--- config.mk ---
export PLATFORM = sky130hd
export DESIGN_NAME = ring_fifo_thr
export DESIGN_NICKNAME = d
export VERILOG_FILES = /design/src/rtl/ring_fifo_pkg.sv /design/src/rtl/ring_fifo_mem.sv /design/src/rtl/ring_fifo_thr.sv
export SDC_FILE = /design/constraint.sdc
export NUM_CORES = 1
export LEC_CHECK = 0
export CELL_PAD_IN_SITES_DETAIL_PLACEMENT = 0
export CELL_PAD_IN_SITES_GLOBAL_PLACEMENT = 1
export CORE_MARGIN = 5
export CORE_UTILIZATION = 35
export DETAILED_ROUTE_END_ITERATION = 12
export GPL_TIMING_DRIVEN = 1
export PLACE_DENSITY = 0.66
export SYNTH_ARGS = -nofsm -noshare
export SYNTH_HDL_FRONTEND = slang
export SYNTH_SLANG_ARGS = --single-unit
export TNS_END_PERCENT = 20
--- constraint.sdc ---
create_clock -name clk -period 3.6 [get_ports clk]
set_clock_uncertainty 0.2 [all_clocks]
set_input_delay 0.36 -clock clk [delete_from_list [all_inputs] [get_ports clk]]
set_output_delay 0.36 -clock clk [all_outputs]
set_load 0.02 [all_outputs]
--- src/rtl/ring_fifo_pkg.sv ---
// Shared sizing helpers, pointer wrap and parameter legality check for the
// threshold ring FIFO.
package ring_fifo_pkg;

  typedef enum logic [1:0] {
    OP_IDLE = 2'b00,
    OP_RD   = 2'b01,
    OP_WR   = 2'b10,
    OP_RW   = 2'b11
  } fifo_op_e;

  function automatic int ptr_w(input int depth);
    return (depth <= 2) ? 1 : $clog2(depth);
  endfunction

  function automatic int cnt_w(input int depth);
    return $clog2(depth + 1);
  endfunction

  // Explicit wrap so non-power-of-two depths use every entry.
  function automatic int unsigned next_ptr(input int unsigned ptr,
                                           input int unsigned depth);
    return (ptr == depth - 1) ? 0 : ptr + 1;
  endfunction

  function automatic bit params_ok(input int depth, input int afull_lvl,
                                   input int aempty_lvl);
    return (depth >= 2) &&
           (afull_lvl >= 1) && (afull_lvl <= depth) &&
           (aempty_lvl >= 0) && (aempty_lvl <= depth - 1);
  endfunction

endpackage

--- src/rtl/ring_fifo_mem.sv ---
// Storage array for the ring FIFO: synchronous write, asynchronous read.
module ring_fifo_mem
  import ring_fifo_pkg::*;
#(
  parameter int DEPTH      = 16,
  parameter int DATA_WIDTH = 8,
  parameter int ADDR_W     = ptr_w(DEPTH)
) (
  input  logic                  clk,
  input  logic                  we,
  input  logic [ADDR_W-1:0]     waddr,
  input  logic [DATA_WIDTH-1:0] wdata,
  input  logic [ADDR_W-1:0]     raddr,
  output logic [DATA_WIDTH-1:0] rdata
);

  logic [DATA_WIDTH-1:0] mem [DEPTH];

  always_ff @(posedge clk) begin
    if (we) mem[waddr] <= wdata;
  end

  assign rdata = mem[raddr];

endmodule

--- src/rtl/ring_fifo_thr.sv ---
// FWFT ring FIFO with occupancy count and almost-full/almost-empty levels.
// Define RING_FIFO_ERR_EN to enable the sticky overflow/underflow flags.
module ring_fifo_thr
  import ring_fifo_pkg::*;
#(
  parameter int DEPTH      = 16,
  parameter int DATA_WIDTH = 8,
  parameter int AFULL_LVL  = 12,
  parameter int AEMPTY_LVL = 4
) (
  input  logic                         clk,
  input  logic                         reset_n,
  input  logic                         write,
  input  logic [DATA_WIDTH-1:0]        datain,
  input  logic                         read,
  output logic [DATA_WIDTH-1:0]        dataout,
  output logic                         val,
  output logic                         full,
  output logic [$clog2(DEPTH+1)-1:0]   count,
  output logic                         afull,
  output logic                         aempty,
  input  logic                         clr_err,
  output logic                         overflow,
  output logic                         underflow
);

  localparam int PW = ptr_w(DEPTH);
  localparam int CW = cnt_w(DEPTH);
  localparam logic [CW-1:0] CNT_FULL = CW'(DEPTH);
  localparam logic [CW-1:0] AFULL_C  = CW'(AFULL_LVL);
  localparam logic [CW-1:0] AEMPTY_C = CW'(AEMPTY_LVL);

  if (!params_ok(DEPTH, AFULL_LVL, AEMPTY_LVL)) begin : g_bad_params
    $fatal(1, "ring_fifo_thr: illegal DEPTH/AFULL_LVL/AEMPTY_LVL combination");
  end

  logic [PW-1:0] wr_ptr;
  logic [PW-1:0] rd_ptr;
  logic [CW-1:0] cnt_q;
  logic          wr_en;
  logic          rd_en;
  fifo_op_e      op;

  // Status decodes straight from the count register.
  assign val    = (cnt_q != '0);
  assign full   = (cnt_q == CNT_FULL);
  assign afull  = (cnt_q >= AFULL_C);
  assign aempty = (cnt_q <= AEMPTY_C);
  assign count  = cnt_q;

  // Full blocks writes even with a read pending: no pass-through.
  assign wr_en = write && !full;
  assign rd_en = read && val;
  assign op    = fifo_op_e'({wr_en, rd_en});

  always_ff @(posedge clk) begin
    if (!reset_n) begin
      wr_ptr <= '0;
      rd_ptr <= '0;
      cnt_q  <= '0;
    end else begin
      if (wr_en) wr_ptr <= PW'(next_ptr(32'(wr_ptr), DEPTH));
      if (rd_en) rd_ptr <= PW'(next_ptr(32'(rd_ptr), DEPTH));
      case (op)
        OP_WR:   cnt_q <= cnt_q + CW'(1);
        OP_RD:   cnt_q <= cnt_q - CW'(1);
        default: cnt_q <= cnt_q;
      endcase
    end
  end

  ring_fifo_mem #(
    .DEPTH      (DEPTH),
    .DATA_WIDTH (DATA_WIDTH),
    .ADDR_W     (PW)
  ) u_mem (
    .clk   (clk),
    .we    (wr_en),
    .waddr (wr_ptr),
    .wdata (datain),
    .raddr (rd_ptr),
    .rdata (dataout)
  );

`ifdef RING_FIFO_ERR_EN
  logic ovf_q;
  logic udf_q;

  // A new violation wins over a clear in the same cycle.
  always_ff @(posedge clk) begin
    if (!reset_n) begin
      ovf_q <= 1'b0;
      udf_q <= 1'b0;
    end else begin
      if (write && full)     ovf_q <= 1'b1;
      else if (clr_err)      ovf_q <= 1'b0;
      if (read && !val)      udf_q <= 1'b1;
      else if (clr_err)      udf_q <= 1'b0;
    end
  end

  assign overflow  = ovf_q;
  assign underflow = udf_q;
`else
  logic unused_clr_err;
  assign unused_clr_err = clr_err;
  assign overflow       = 1'b0;
  assign underflow      = 1'b0;
`endif

endmodule

# After elaboration in Yosys (flattened, before gate mapping)
# Memories as Yosys holds them, arrays and structs flattened. A register that Yosys moved wholly into a read port is not among the register bits.
# Index checks and enable logic that the tools add are counted.
# totals
n_memories	1
word_cells	27
input_bits	13
mem_bits_rw	128
reg_bits	13
out_inout_bits	19
# memory_table
memory	depth	word_bits	rd	rd_ports_with_merged_regs	wr	line	text
u_mem.mem	16	8	1	1	1	ring_fifo_mem.sv:17	logic [DATA_WIDTH-1:0] mem [DEPTH];
# op_classes
n_eq_ne	5
addsub	4
reduce_logical	5
n_lt_le_gt_ge	2
muxes	7
# ops
op	n
2-to-1 mux 4 bit	4
one-hot mux 5 bit (2 select lines)	1
adder 4 x 1 -> 4 bit (second input constant)	2
equality test 4 bit (second input constant)	2
adder 5 x 1 -> 5 bit (second input constant)	1
equality test 5 bit (second input constant)	1
>= comparator 5 x 4 -> 1 bit (second input constant)	1
less-or-equal comparator 5 x 3 -> 1 bit (second input constant)	1
nonzero test 5 bit	1
subtractor 5 x 1 -> 5 bit (second input constant)	1
equality test 2 x 1 -> 1 bit (second input constant)	1
equality test 2 bit (second input constant)	1
logical AND 1 bit	2
2-to-1 mux 1 bit	2
nonzero test 2 bit	1
zero test 1 bit	1

# Depth between registers and ports, before layout
# logic_depth
word_depth	5
depth_mapped	11
depth_no_buf	10

# Cells and area by module
# From an unflattened synthesis, not the netlist that was laid out.
# unflattened
hier_cells	308
hier_area_um2	5808.1
# by_module_without_submodules
mod	seq_area_each_um2	cells_each	instances	area_each_um2
ring_fifo_mem	3843.7	221	1	4987.3
ring_fifo_thr	260.2	87	1	820.8

# Worst setup path after synthesis
# Ideal clock, no wire load.
# synth_timing
path_kind	register to register
startpoint	reg cnt_q[1], in the netlist count[1]
endpoint	reg cnt_q[4], in the netlist count[4]
required_ns	3.336
synth_period_minus_slack_ns	3.223
n_path_buf	1
setup_time_ns	0.064
stages_incl_launch_ff	12
arrival_ns	2.958
setup_slack_ns	0.377
path_cell_list	dfxtp_1 buf_6 or4_4 o21ai_4 inv_1 ha_1 xor2_1 ha_1 a21oi_1 a221oi_1 or4b_2 nand4_1
# synth_via
elab_chain_len	5
elab_cells_between_ends	11
classes_between	add/sub (2); eq/ne (3); mux (1); reduce/logical (5)
# synth_lines
element	line	text
start: declaration	ring_fifo_thr.sv:39	logic [CW-1:0] cnt_q;
start signal: assignment	ring_fifo_thr.sv:65	OP_WR: cnt_q <= cnt_q + CW'(1);
start signal: assignment	ring_fifo_thr.sv:66	OP_RD: cnt_q <= cnt_q - CW'(1);
start signal: assignment	ring_fifo_thr.sv:67	default: cnt_q <= cnt_q;
equality test 5 bit	ring_fifo_thr.sv:46	assign full = (cnt_q == CNT_FULL);
zero test 1 bit	ring_fifo_thr.sv:52	assign wr_en = write && !full;
logical AND 1 bit	ring_fifo_thr.sv:52	
equality test 2 x 1 -> 1 bit or equality test 2 bit (tied branches)	ring_fifo_thr.sv:64	case (op)
one-hot mux 5 bit (2 select lines) or nonzero test 2 bit (tied branches)	-	
# Several ways; a longest one is shown, not always the timed one.
# A chain may end at the register's enable or synchronous reset.

# Final worst setup path
# layout_timing
startpoint	reg cnt_q[3], in the netlist count[3]
endpoint	reg cnt_q[4], in the netlist count[4]
# The elaborated chain is that of the path after synthesis.

==> results.toml <==
[die]
ioPinCount = 32
dieArea_sq_um = 19600
die_h_microns = 140
start_util = 0.357
coreArea_sq_um = 16600
die_w_microns = 140
row_count = 47

[logic_synthesis]
synth_edf_count = 128
synthArstFlopShare = 0
synth_common_cells = "128 x edfxtp_1, 32 x mux4_2, 22 x nand2_1"
synth.avg_cell_area_sq_um = 17.7
synth_top_flop_cell = "edfxtp_1"
synthCells = 335
netlist_area_sq_um = 5920
ys_ff_latch = 145
yosysUniqueCellTypes = 45
synth_top_area_share = 0.649
yosysMostFrequentCell = "edfxtp_1"
yosysSeqAreaShare = 0.707
synth_top_cell_by_area = "edfxtp_1"
ys_warn_count = 0
ys_top_cells_by_area = "edfxtp_1 65%, mux4_2 12%, dfxtp_1 5.7%"

[routing]
routed_via_density = 4.92
drcViolationCount = 0
drtIter0Drc = 132
detailroute.via_count = 3042
wirelength_microns = 11500
firstDrtPassIters = 4
wl_per_cell_microns = 18.6
ant_nets = 0

[critical_path]
cp_data_required_time_ps = 3760
endpoint_kind = "flop"
start_kind = "flop"
worstRegToRegCells = 10
cp_cell_sequence = "or4_4 -> o21ai_4 -> inv_1 -> ha_1 -> xor2_1 -> ha_1 -> a21oi_1 -> a221oi_1 -> or4b_2 -> nand4_1"
worstSetupPathType = "reg -> reg"
r2r_end = "count[4]"
crit_buf_inv = 1
arrival_ps = 3420
worst-path-max-fanout = 9
reg2reg_setup_slack_ps = 330
critical_path.top_delay_family = "simple AND/OR/NAND/NOR gates"
slowest_delay_ps = 630
crit_top_cell = "ha_1"
worstReg2RegStart = "count[3]"
cpMaxStageDelayCell = "or4b_2"

[grt]
grt_pass1_wl_microns = 18100
grt_overflow = 0
grt_usage = 0.125
antenna_found_initial = 0
grt_max_degree = 33
grt_pass1_vias = 3219

[min_path]
holdPathStages = 2
min_from = "rd_ptr[3]"
worstHoldPathType = "reg -> reg"

[sta]
finalCriticalPeriod_ps = 3270
hold_viol_final = 0
tightestPinTransition_ps = 988
setup_slack_ps = 332
holdWs_ps = 316
fin_crit_sh = 0.908
fmax_mhz = 306
tns_ps = 0
rsz0062_at_grt = "false"
relSlewSlack = 0.339
finalSetupViolCount = 0
slew_viol_final = 0

[cts]
post_cts_resized = 0
holdBufCountCts = 0
clk_pin_slew_ps = 60
cts_sinks = 145
cts_setup_buffers = 0
cts-root-buf = "clkbuf_16"
htree_levels = 4
clockBufferDepth = 2
worstSkewPairLatency_ps = 410
cts_buffers = 17
cts_tree = "yes"

[job]
drv_cap = 0

[cells_and_area]
drive_gt1_frac = 0.229
fillers = 1476
stdcell_area_sq_um = 7160
n_antenna_cell = 0
nets = 407
area_growth_pct = 20.9

[placed_design]
port_buffers = 28
placed_cell_area_sq_um = 6560
hpwl_microns = 7220
globalplace.congestion = 0.704
pre_cts_slack_ps = 334

[run_status]
outcome = "complete, no violations"

[power_and_ir_drop]
leakagePower_nw = 2.36
max-vdd-ir-drop_uv = 383
pwr_density_cell_nw_per_um2 = 698
worst register-to-register path: cells and delay by family, from the launching register on:
family,cells,cell delay [ps]
AND/OR/NAND/NOR,3,1280
AO/OA/AOI/OAI,3,590
adder cells (fa/ha/maj),2,490
buffers and inverters,1,90
flip-flops,1,380
XOR/XNOR,1,180
cells in the final DEF (no fill, tap or decap), types with 4 or more instances in the layout:
cell,n
edfxtp_1,128
nor3_1,6
xnor2_1,4
inv_1,6
a22oi_1,16
and2_1,4
clkbuf_16,17
nor2_1,15
nor2b_1,6
mux2i_1,4
nand2_1,22
ha_1,9
nand3_1,7
dfxtp_1,16
clkdlybuf4s50_1,28
mux4_2,32
buf_4,21
report_power, final:
group | total [mW] | internal [mW] | switching, mW
Sequential | 2.00 | 1.92 | 0.0770
Combinational | 1.24 | 0.604 | 0.637
Clock | 1.76 | 1.09 | 0.667
Total | 5.00 | 3.61 | 1.38
flip-flops by register name (all words and copies together), names as in the netlist, named ones only:
name,count
count,5
rd_ptr,4
u_mem.mem,128
wr_ptr,4
metrics by stage:
step | util | cells | power, mW
2_1_floorplan | - | 336 | 2.86
3_3_place_gp | 0.396 | 586 | 3.27
3_5_place_dp | 0.396 | 586 | 3.29
4_1_cts | 0.431 | 618 | 5.05
5_1_grt | 0.431 | 618 | 5.23
6_report | 0.431 | 618 | 5.00
cells by family after synthesis:
logic type | Yosys count | share of synthesized area
flops | 145 | 0.707
simple gates | 78 | 0.0687
mux | 36 | 0.128
compound gates | 35 | 0.0490
buf+inv | 26 | 0.0201
fa+ha+maj | 9 | 0.0190
xor+xnor | 5 | 0.00740
other cells | 1 | 0.000633
per-layer routing:
| metal | GRT usage | share of wire | up-vias |
|---|---|---|---|
| li1 | - | - | 1434 |
| met1 | 0.149 | 0.43 | 1536 |
| met2 | 0.209 | 0.52 | 57 |
| met3 | 0.0429 | 0.035 | 15 |
| met4 | 0.0459 | 0.016 | 0 |
| met5 | 0 | 0 | - |
how the worst max path moves through the flow:
| stage | startpoint | end | slack (ps) | cells past startpoint |
|---|---|---|---|---|
| 3_5_place_dp | count[3] | count[4] | 330 | 10 |
| 3_3_place_gp | count[3] | count[4] | 390 | 10 |
| 5_1_grt | count[3] | count[4] | 150 | 10 |
| 6_report | count[3] | count[4] | 330 | 10 |
| 4_1_cts | count[3] | count[4] | 320 | 10 |
| 2_1_floorplan | count[1] | count[4] | 380 | 11 |
layout make-up:
type	instances	area, sq um	area share
tap	220	275	0.0385
clock inverter	13	160	0.0224
timing repair buffer	50	458	0.0640
sequential	145	4190	0.585
clock buffer	19	433	0.0605
inverter	6	22.5	0.00315
multi-input combinational	165	1620	0.227
No activity file was read; power rests on OpenSTA's default activity.
